File: config.mk
export PLATFORM = sky130hd
export DESIGN_NAME = rf_writeback_arbiter
export DESIGN_NICKNAME = d
export VERILOG_FILES = /design/src/rtl/rf_writeback_arbiter.sv
export SDC_FILE = /design/constraint.sdc
export NUM_CORES = 1
export LEC_CHECK = 0
export ABC_CLOCK_PERIOD_IN_PS = 3900
export BUFFER_PORTS_ARGS = -buffer_cell sky130_fd_sc_hd__buf_2
export CAP_MARGIN = 20
export CORE_MARGIN = 2
export CORE_UTILIZATION = 52
export CTS_CLUSTER_DIAMETER = 30
export CTS_CLUSTER_SIZE = 16
export DETAILED_ROUTE_END_ITERATION = 8
export PLACE_DENSITY = 0.93
export SLEW_MARGIN = 15
export SYNTH_ARGS = -nofsm -noshare
export SYNTH_HDL_FRONTEND = slang
export SYNTH_SLANG_ARGS = --single-unit
File: constraint.sdc
create_clock -name clk -period 3.9 [get_ports clk]
set_clock_uncertainty 0.1 [all_clocks]
set_input_delay 0.195 -clock clk [delete_from_list [all_inputs] [get_ports clk]]
set_output_delay 0.195 -clock clk [all_outputs]
set_load 0.05 [all_outputs]
File: src/rtl/rf_writeback_arbiter.sv
// Register-file write-port arbiter: round-robin writeback sharing, a pending-write
// scoreboard for RAW stalls, and a post-reset zero-fill of x1..x31.
module rf_writeback_arbiter #(
  parameter int unsigned NUM_REQ        = 3,
  parameter int unsigned DATA_WIDTH     = 32,
  parameter bit          CLEAR_ON_RESET = 1'b1
) (
  input  logic                          clk,
  input  logic                          rst_n,
  input  logic [NUM_REQ-1:0]            req_valid_in,
  input  logic [5*NUM_REQ-1:0]          req_rd_in,
  input  logic [DATA_WIDTH*NUM_REQ-1:0] req_data_in,
  output logic [NUM_REQ-1:0]            req_ready_out,
  input  logic                          mark_valid_in,
  input  logic [4:0]                    mark_rd_in,
  input  logic [4:0]                    rs1_sel_in,
  input  logic [4:0]                    rs2_sel_in,
  output logic                          rs1_busy_out,
  output logic                          rs2_busy_out,
  output logic                          rf_write_enable_out,
  output logic [4:0]                    rf_rd_sel_out,
  output logic [DATA_WIDTH-1:0]         rf_write_data_out,
  output logic                          init_done_out
);

  localparam int unsigned RD_W     = 5;
  localparam int unsigned PTR_W    = $clog2(NUM_REQ);
  localparam int unsigned NUM_REGS = 32;

  typedef enum logic {ST_INIT = 1'b0, ST_RUN = 1'b1} state_t;
  localparam state_t RESET_STATE = CLEAR_ON_RESET ? ST_INIT : ST_RUN;

  state_t                state_q, state_d;
  logic [PTR_W-1:0]      ptr_q, ptr_d;
  logic [RD_W-1:0]       cnt_q, cnt_d;
  logic [NUM_REGS-1:0]   pending_q, pending_d;
  logic                  we_q, we_d;
  logic [RD_W-1:0]       rd_q, rd_d;
  logic [DATA_WIDTH-1:0] data_q, data_d;
  logic                  done_q, done_d;

  logic                  grant_found;
  logic [PTR_W-1:0]      grant_idx;
  logic [RD_W-1:0]       sel_rd;
  logic [DATA_WIDTH-1:0] sel_data;

  function automatic logic [PTR_W-1:0] wrap_idx(input int unsigned v);
    return PTR_W'(v % NUM_REQ);
  endfunction

  // Round-robin search starting at ptr
  always_comb begin
    grant_found = 1'b0;
    grant_idx   = '0;
    for (int unsigned k = 0; k < NUM_REQ; k++) begin
      if (!grant_found && req_valid_in[wrap_idx(32'(ptr_q) + k)]) begin
        grant_found = 1'b1;
        grant_idx   = wrap_idx(32'(ptr_q) + k);
      end
    end
  end

  assign sel_rd   = req_rd_in[RD_W*32'(grant_idx) +: RD_W];
  assign sel_data = req_data_in[DATA_WIDTH*32'(grant_idx) +: DATA_WIDTH];

  // State register
  always_ff @(posedge clk or negedge rst_n) begin
    if (!rst_n) state_q <= RESET_STATE;
    else        state_q <= state_d;
  end

  // Next state: leave INIT on the edge that presents x31
  always_comb begin
    state_d = state_q;
    if (state_q == ST_INIT && cnt_q == RD_W'(NUM_REGS - 1)) state_d = ST_RUN;
  end

  // Outputs and next values of the write port, pointer, counter and scoreboard
  always_comb begin
    req_ready_out = '0;
    we_d          = 1'b0;
    rd_d          = rd_q;
    data_d        = data_q;
    done_d        = done_q;
    cnt_d         = cnt_q;
    ptr_d         = ptr_q;
    pending_d     = pending_q;
    case (state_q)
      ST_INIT: begin
        we_d   = 1'b1;
        rd_d   = cnt_q;
        data_d = '0;
        cnt_d  = cnt_q + RD_W'(1);
        if (cnt_q == RD_W'(NUM_REGS - 1)) done_d = 1'b1;
      end
      ST_RUN: begin
        if (grant_found) begin
          req_ready_out[grant_idx] = 1'b1;
          ptr_d = wrap_idx(32'(grant_idx) + 1);
          if (sel_rd != '0) begin
            we_d              = 1'b1;
            rd_d              = sel_rd;
            data_d            = sel_data;
            pending_d[sel_rd] = 1'b0;
          end
        end
        // A mark on the same edge as the clear is a newer producer, so it wins
        if (mark_valid_in && mark_rd_in != '0) pending_d[mark_rd_in] = 1'b1;
      end
      default: ;
    endcase
  end

  always_ff @(posedge clk or negedge rst_n) begin
    if (!rst_n) begin
      ptr_q     <= '0;
      cnt_q     <= RD_W'(1);
      pending_q <= '0;
      we_q      <= 1'b0;
      rd_q      <= '0;
      data_q    <= '0;
      done_q    <= ~CLEAR_ON_RESET;
    end else begin
      ptr_q     <= ptr_d;
      cnt_q     <= cnt_d;
      pending_q <= pending_d;
      we_q      <= we_d;
      rd_q      <= rd_d;
      data_q    <= data_d;
      done_q    <= done_d;
    end
  end

  // A presented-but-unstored write still counts as busy
  assign rs1_busy_out = (state_q == ST_INIT) ||
                        ((rs1_sel_in != '0) && (pending_q[rs1_sel_in] || (we_q && rd_q == rs1_sel_in)));
  assign rs2_busy_out = (state_q == ST_INIT) ||
                        ((rs2_sel_in != '0) && (pending_q[rs2_sel_in] || (we_q && rd_q == rs2_sel_in)));

  assign rf_write_enable_out = we_q;
  assign rf_rd_sel_out       = rd_q;
  assign rf_write_data_out   = data_q;
  assign init_done_out       = done_q;

endmodule

==> key figures <==
Pwr
  • Total power divided by cell area: around 1100 mW/mm^2
  • Leakage power: 3.11 nW
  • Worst vdd ir: 0.657 mV
  • Power, Total: 6.88 mW

Die
  • Die height: around 110 um
  • Die W: 106 um
  • Initial core utilization: 0.529
  • Top-level I/O count: about 180
  • Site Rows: 37
  • Die Area: approximately 0.011 mm^2
  • Floorplan Core Area: 0.0102 mm^2

Timing
  • Count of pins over their slew limit: 0
  • Max-Slew Margin vs Limit: 0.336
  • Tightest Pin Transition: 997 ps
  • Setup repair after global routing missed its margin: no
  • Total count of hold-check failures in the final report: 0
  • Number of failing setup endpoints in the final timing report: 0
  • Final critical-path required period: between 3000 and 4000 ps
  • Total negative slack: 0 ps
  • Final period util: 0.952
  • Achievable Freq: around 270 MHz

Worst setup path
  • Ordered list of cells on the worst path: inv_1 -> ha_1 -> mux2_2 -> a22oi_1 -> a311oi_4 -> nor2_4 -> buf_4 -> mux2i_4 -> nand3b_4 -> o21ai_4 -> buf_12 -> mux2i_1
  • Endpoint of the lowest-slack register-to-register path: rf_write_data_out[9]
  • Worst Path Class, Setup: flip-flop to flip-flop
  • Startpoint class of the critical path: flip-flop
  • Data required time of the worst path: 4070 ps
  • Worst flop-to-flop path startpoint: ptr_q[1]
  • Critical path destination: rf_write_data_out[9]
  • Critical path endpoint category: flip-flop
  • R2r setup slk: 190 ps
  • Beginning of the critical path: ptr_q[1]
  • Largest fanout on the critical path: 39
  • Number of cells on the worst reg-to-reg path: 12
  • WP data arrival: approximately 3900 ps
  • Worst-path cell with the longest stage delay: sky130_fd_sc_hd__dfrtp_1
  • Largest stage delay on the critical path: 410 ps

Cells and area
  • Post-route design area: around 0.0065 mm^2
  • Multi-input gate area in the final layout: 0.00325 mm^2
  • Fraction of layout cells with a size suffix above 1: 0.353
  • Number of antenna repair diodes: 0
  • Layout-stage area growth over the synthesis result: 21.5%
  • Number of fillers in the final layout: 848
  • Register area: around 0.0020 mm^2
  • Number of nets at the end of the flow: between 800 and 900

Clocking
  • CTS Buffer Depth: 2
  • Sink count of the clock tree: 78
  • Clk root buf: sky130_fd_sc_hd__clkbuf_8
  • CTS Buf Count: 9
  • CTS H-Tree Depth: 3
  • TritonCTS clock tree: done
  • Post-CTS repair timing setup buffer count: 0
  • Insertion delay of the later-clocked pin in the worst-skew pair: roughly 350 ps
  • Worst-path clk slew: 80 ps

Status
  • Result of the run: finished clean

Logic synthesis
  • Main flop type after synthesis: sky130_fd_sc_hd__dfrtp_1
  • Flip-flop and latch count after synthesis: 78
  • Mean instance size in the synthesized netlist: 9.93 um^2
  • Post-synthesis instance area: 0.00539 mm^2
  • Top cell types by occurrence after synthesis: sky130_fd_sc_hd__nand2_1 (82), sky130_fd_sc_hd__dfrtp_1 (77), sky130_fd_sc_hd__mux2i_1 (70)
  • Number of instances in the synthesized netlist: 543
  • Number of warnings reported in the yosys synthesis log: 0
  • Synth area leaders: sky130_fd_sc_hd__dfrtp_1 (36%), sky130_fd_sc_hd__mux2i_1 (13%), sky130_fd_sc_hd__mux4_2 (8.4%)
  • Cell type with the largest total area after synthesis: sky130_fd_sc_hd__dfrtp_1
  • Count of unique library cells instantiated by Yosys: 64
  • Async SR Flop Fraction: 1.00
  • Post-synth top area share: 0.357
  • Syn_nets: ~700
  • Number of flops mapped to enable cells by yosys: 0
  • Cell with the most instances after synthesis: sky130_fd_sc_hd__nand2_1
  • Fraction of the yosys area taken by sequential cells: 0.362

Placed design
  • Final estimated routing congestion in global placement: 0.913
  • PortBufs: 175
  • DP Wirelength: 11.6 mm
  • Post-Place Cell Area: between 0.006 and 0.007 mm^2

Global route
  • Aggregate global-route resource usage: 0.274
  • Sum of overflow across all layers after global routing: 0
  • Maximum number of pins on one net before global-route repair: 79
  • Global-route wire length before repair: 23.9 mm
  • Antenna violations before repair: 0
  • Via count of the first global-routing pass: 4849

Detailed routing
  • Detail-routed via count per cell: 5.98
  • Remaining design rule violation count: 0
  • Routed wire length on met3: 995 um
  • Met1 wire length: 5.92 mm
  • DRT antenna net count: 0
  • Wire length on met2: 7.84 mm
  • Post-DR wirelength/cell: 18.0 um
  • Number of iterations in the first detailed-routing pass: 5
  • Drt initial violations: 296
  • Top routing layer in use: met4
  • Vias after detailed routing: 5019
  • Overall routed net length: 15.1 mm

Worst hold path
  • Number of instances on the worst hold path: 3
  • Worst Hold Class: input port to flip-flop

Job
  • Maximum capacitance violations: 0
kinds of logic after synthesis:
logic type	after synthesis	share of synthesized area
and+or+nand+nor	159	0.146
AOI/OAI and AO/OA	135	0.171
muxes	100	0.239
DFF	78	0.362
buffers and inverters	50	0.0425
xor gates and xnor gates	13	0.0211
adders and majority gates	8	0.0186
worst min-delay path by stage:
stage | from | to | slack [ps]
floorplan | rst_n | cnt_q[1] | -200
global placement | pending_q[0] | pending_q[0] | 280
detailed placement | pending_q[0] | pending_q[0] | 280
CTS | mark_rd_in[4] | pending_q[20] | 50
global route | mark_rd_in[4] | pending_q[20] | 40
finish | mark_rd_in[4] | pending_q[20] | 60
power breakdown:
group          internal (mW)  switching (mW)
clock network          0.259           0.286
logic                   1.80            3.04
registers               1.20           0.291
per-layer routing:
layer,up-vias,global-route usage
li1,2342,-
met4,0,0.0921
met1,2418,0.340
met5,-,0
met2,231,0.482
met3,28,0.0501
repair_timing:
item | 4_1_cts | 5_1_grt
hold endpoints to repair | 77 | 0
endpoints found under the setup margin | 0 | 1
gates resized for setup | 0 | 2
hold buffers | 1 | 0
sequential cells by signal (all words and copies together), names as in the netlist:
signal               count
state_q                  1
rf_write_data_out       32
ptr_q                    2
rf_write_enable_out      1
pending_q               32
rf_rd_sel_out            5
cnt_q                    5
critical path, delay by kind of cell, from the launching register on:
| family | cells | cell delay [ps] |
|---|---|---|
| AOI/OAI and AO/OA | 3 | 820 |
| adders and majority gates | 1 | 280 |
| buffers and inverters | 3 | 580 |
| DFF | 1 | 410 |
| muxes | 3 | 940 |
| and+or+nand+nor | 2 | 460 |
through the flow:
step	util	hold slack (ps)	instances	worst slack (ps)
2_1_floorplan	-	-201	543	326
3_3_place_gp	0.623	281	824	415
3_5_place_dp	0.623	283	824	262
4_1_cts	0.641	48.8	839	239
5_1_grt	0.643	42.0	839	5.06
6_report	0.643	55.8	839	188
final cells by class:
class | instances | share of cell area
Clock inverter | 3 | 0.00325
Inverter | 12 | 0.00688
Multi-Input combinational cell | 415 | 0.496
Timing Repair Buffer | 184 | 0.147
Clock buffer | 11 | 0.0231
Sequential cell | 78 | 0.298
Tap cell | 136 | 0.0260
cells in the final DEF (no fill, tap or decap), types with 4 or more instances in the layout:
cell type / instances
sky130_fd_sc_hd__nand3_1: 16
sky130_fd_sc_hd__buf_2: 174
sky130_fd_sc_hd__a21oi_1: 4
sky130_fd_sc_hd__mux4_2: 20
sky130_fd_sc_hd__xor2_1: 8
sky130_fd_sc_hd__clkbuf_8: 11
sky130_fd_sc_hd__ha_1: 8
sky130_fd_sc_hd__nand4_1: 5
sky130_fd_sc_hd__nand2_1: 82
sky130_fd_sc_hd__buf_4: 8
sky130_fd_sc_hd__nor2_1: 12
sky130_fd_sc_hd__dfrtp_1: 76
sky130_fd_sc_hd__mux2i_1: 70
sky130_fd_sc_hd__xnor2_1: 5
sky130_fd_sc_hd__nor2b_1: 5
sky130_fd_sc_hd__o21ai_0: 58
sky130_fd_sc_hd__o211ai_1: 34
sky130_fd_sc_hd__inv_1: 12
sky130_fd_sc_hd__o41ai_1: 7
sky130_fd_sc_hd__mux2_2: 8
Note: power is estimated with default switching activity, not from simulation.
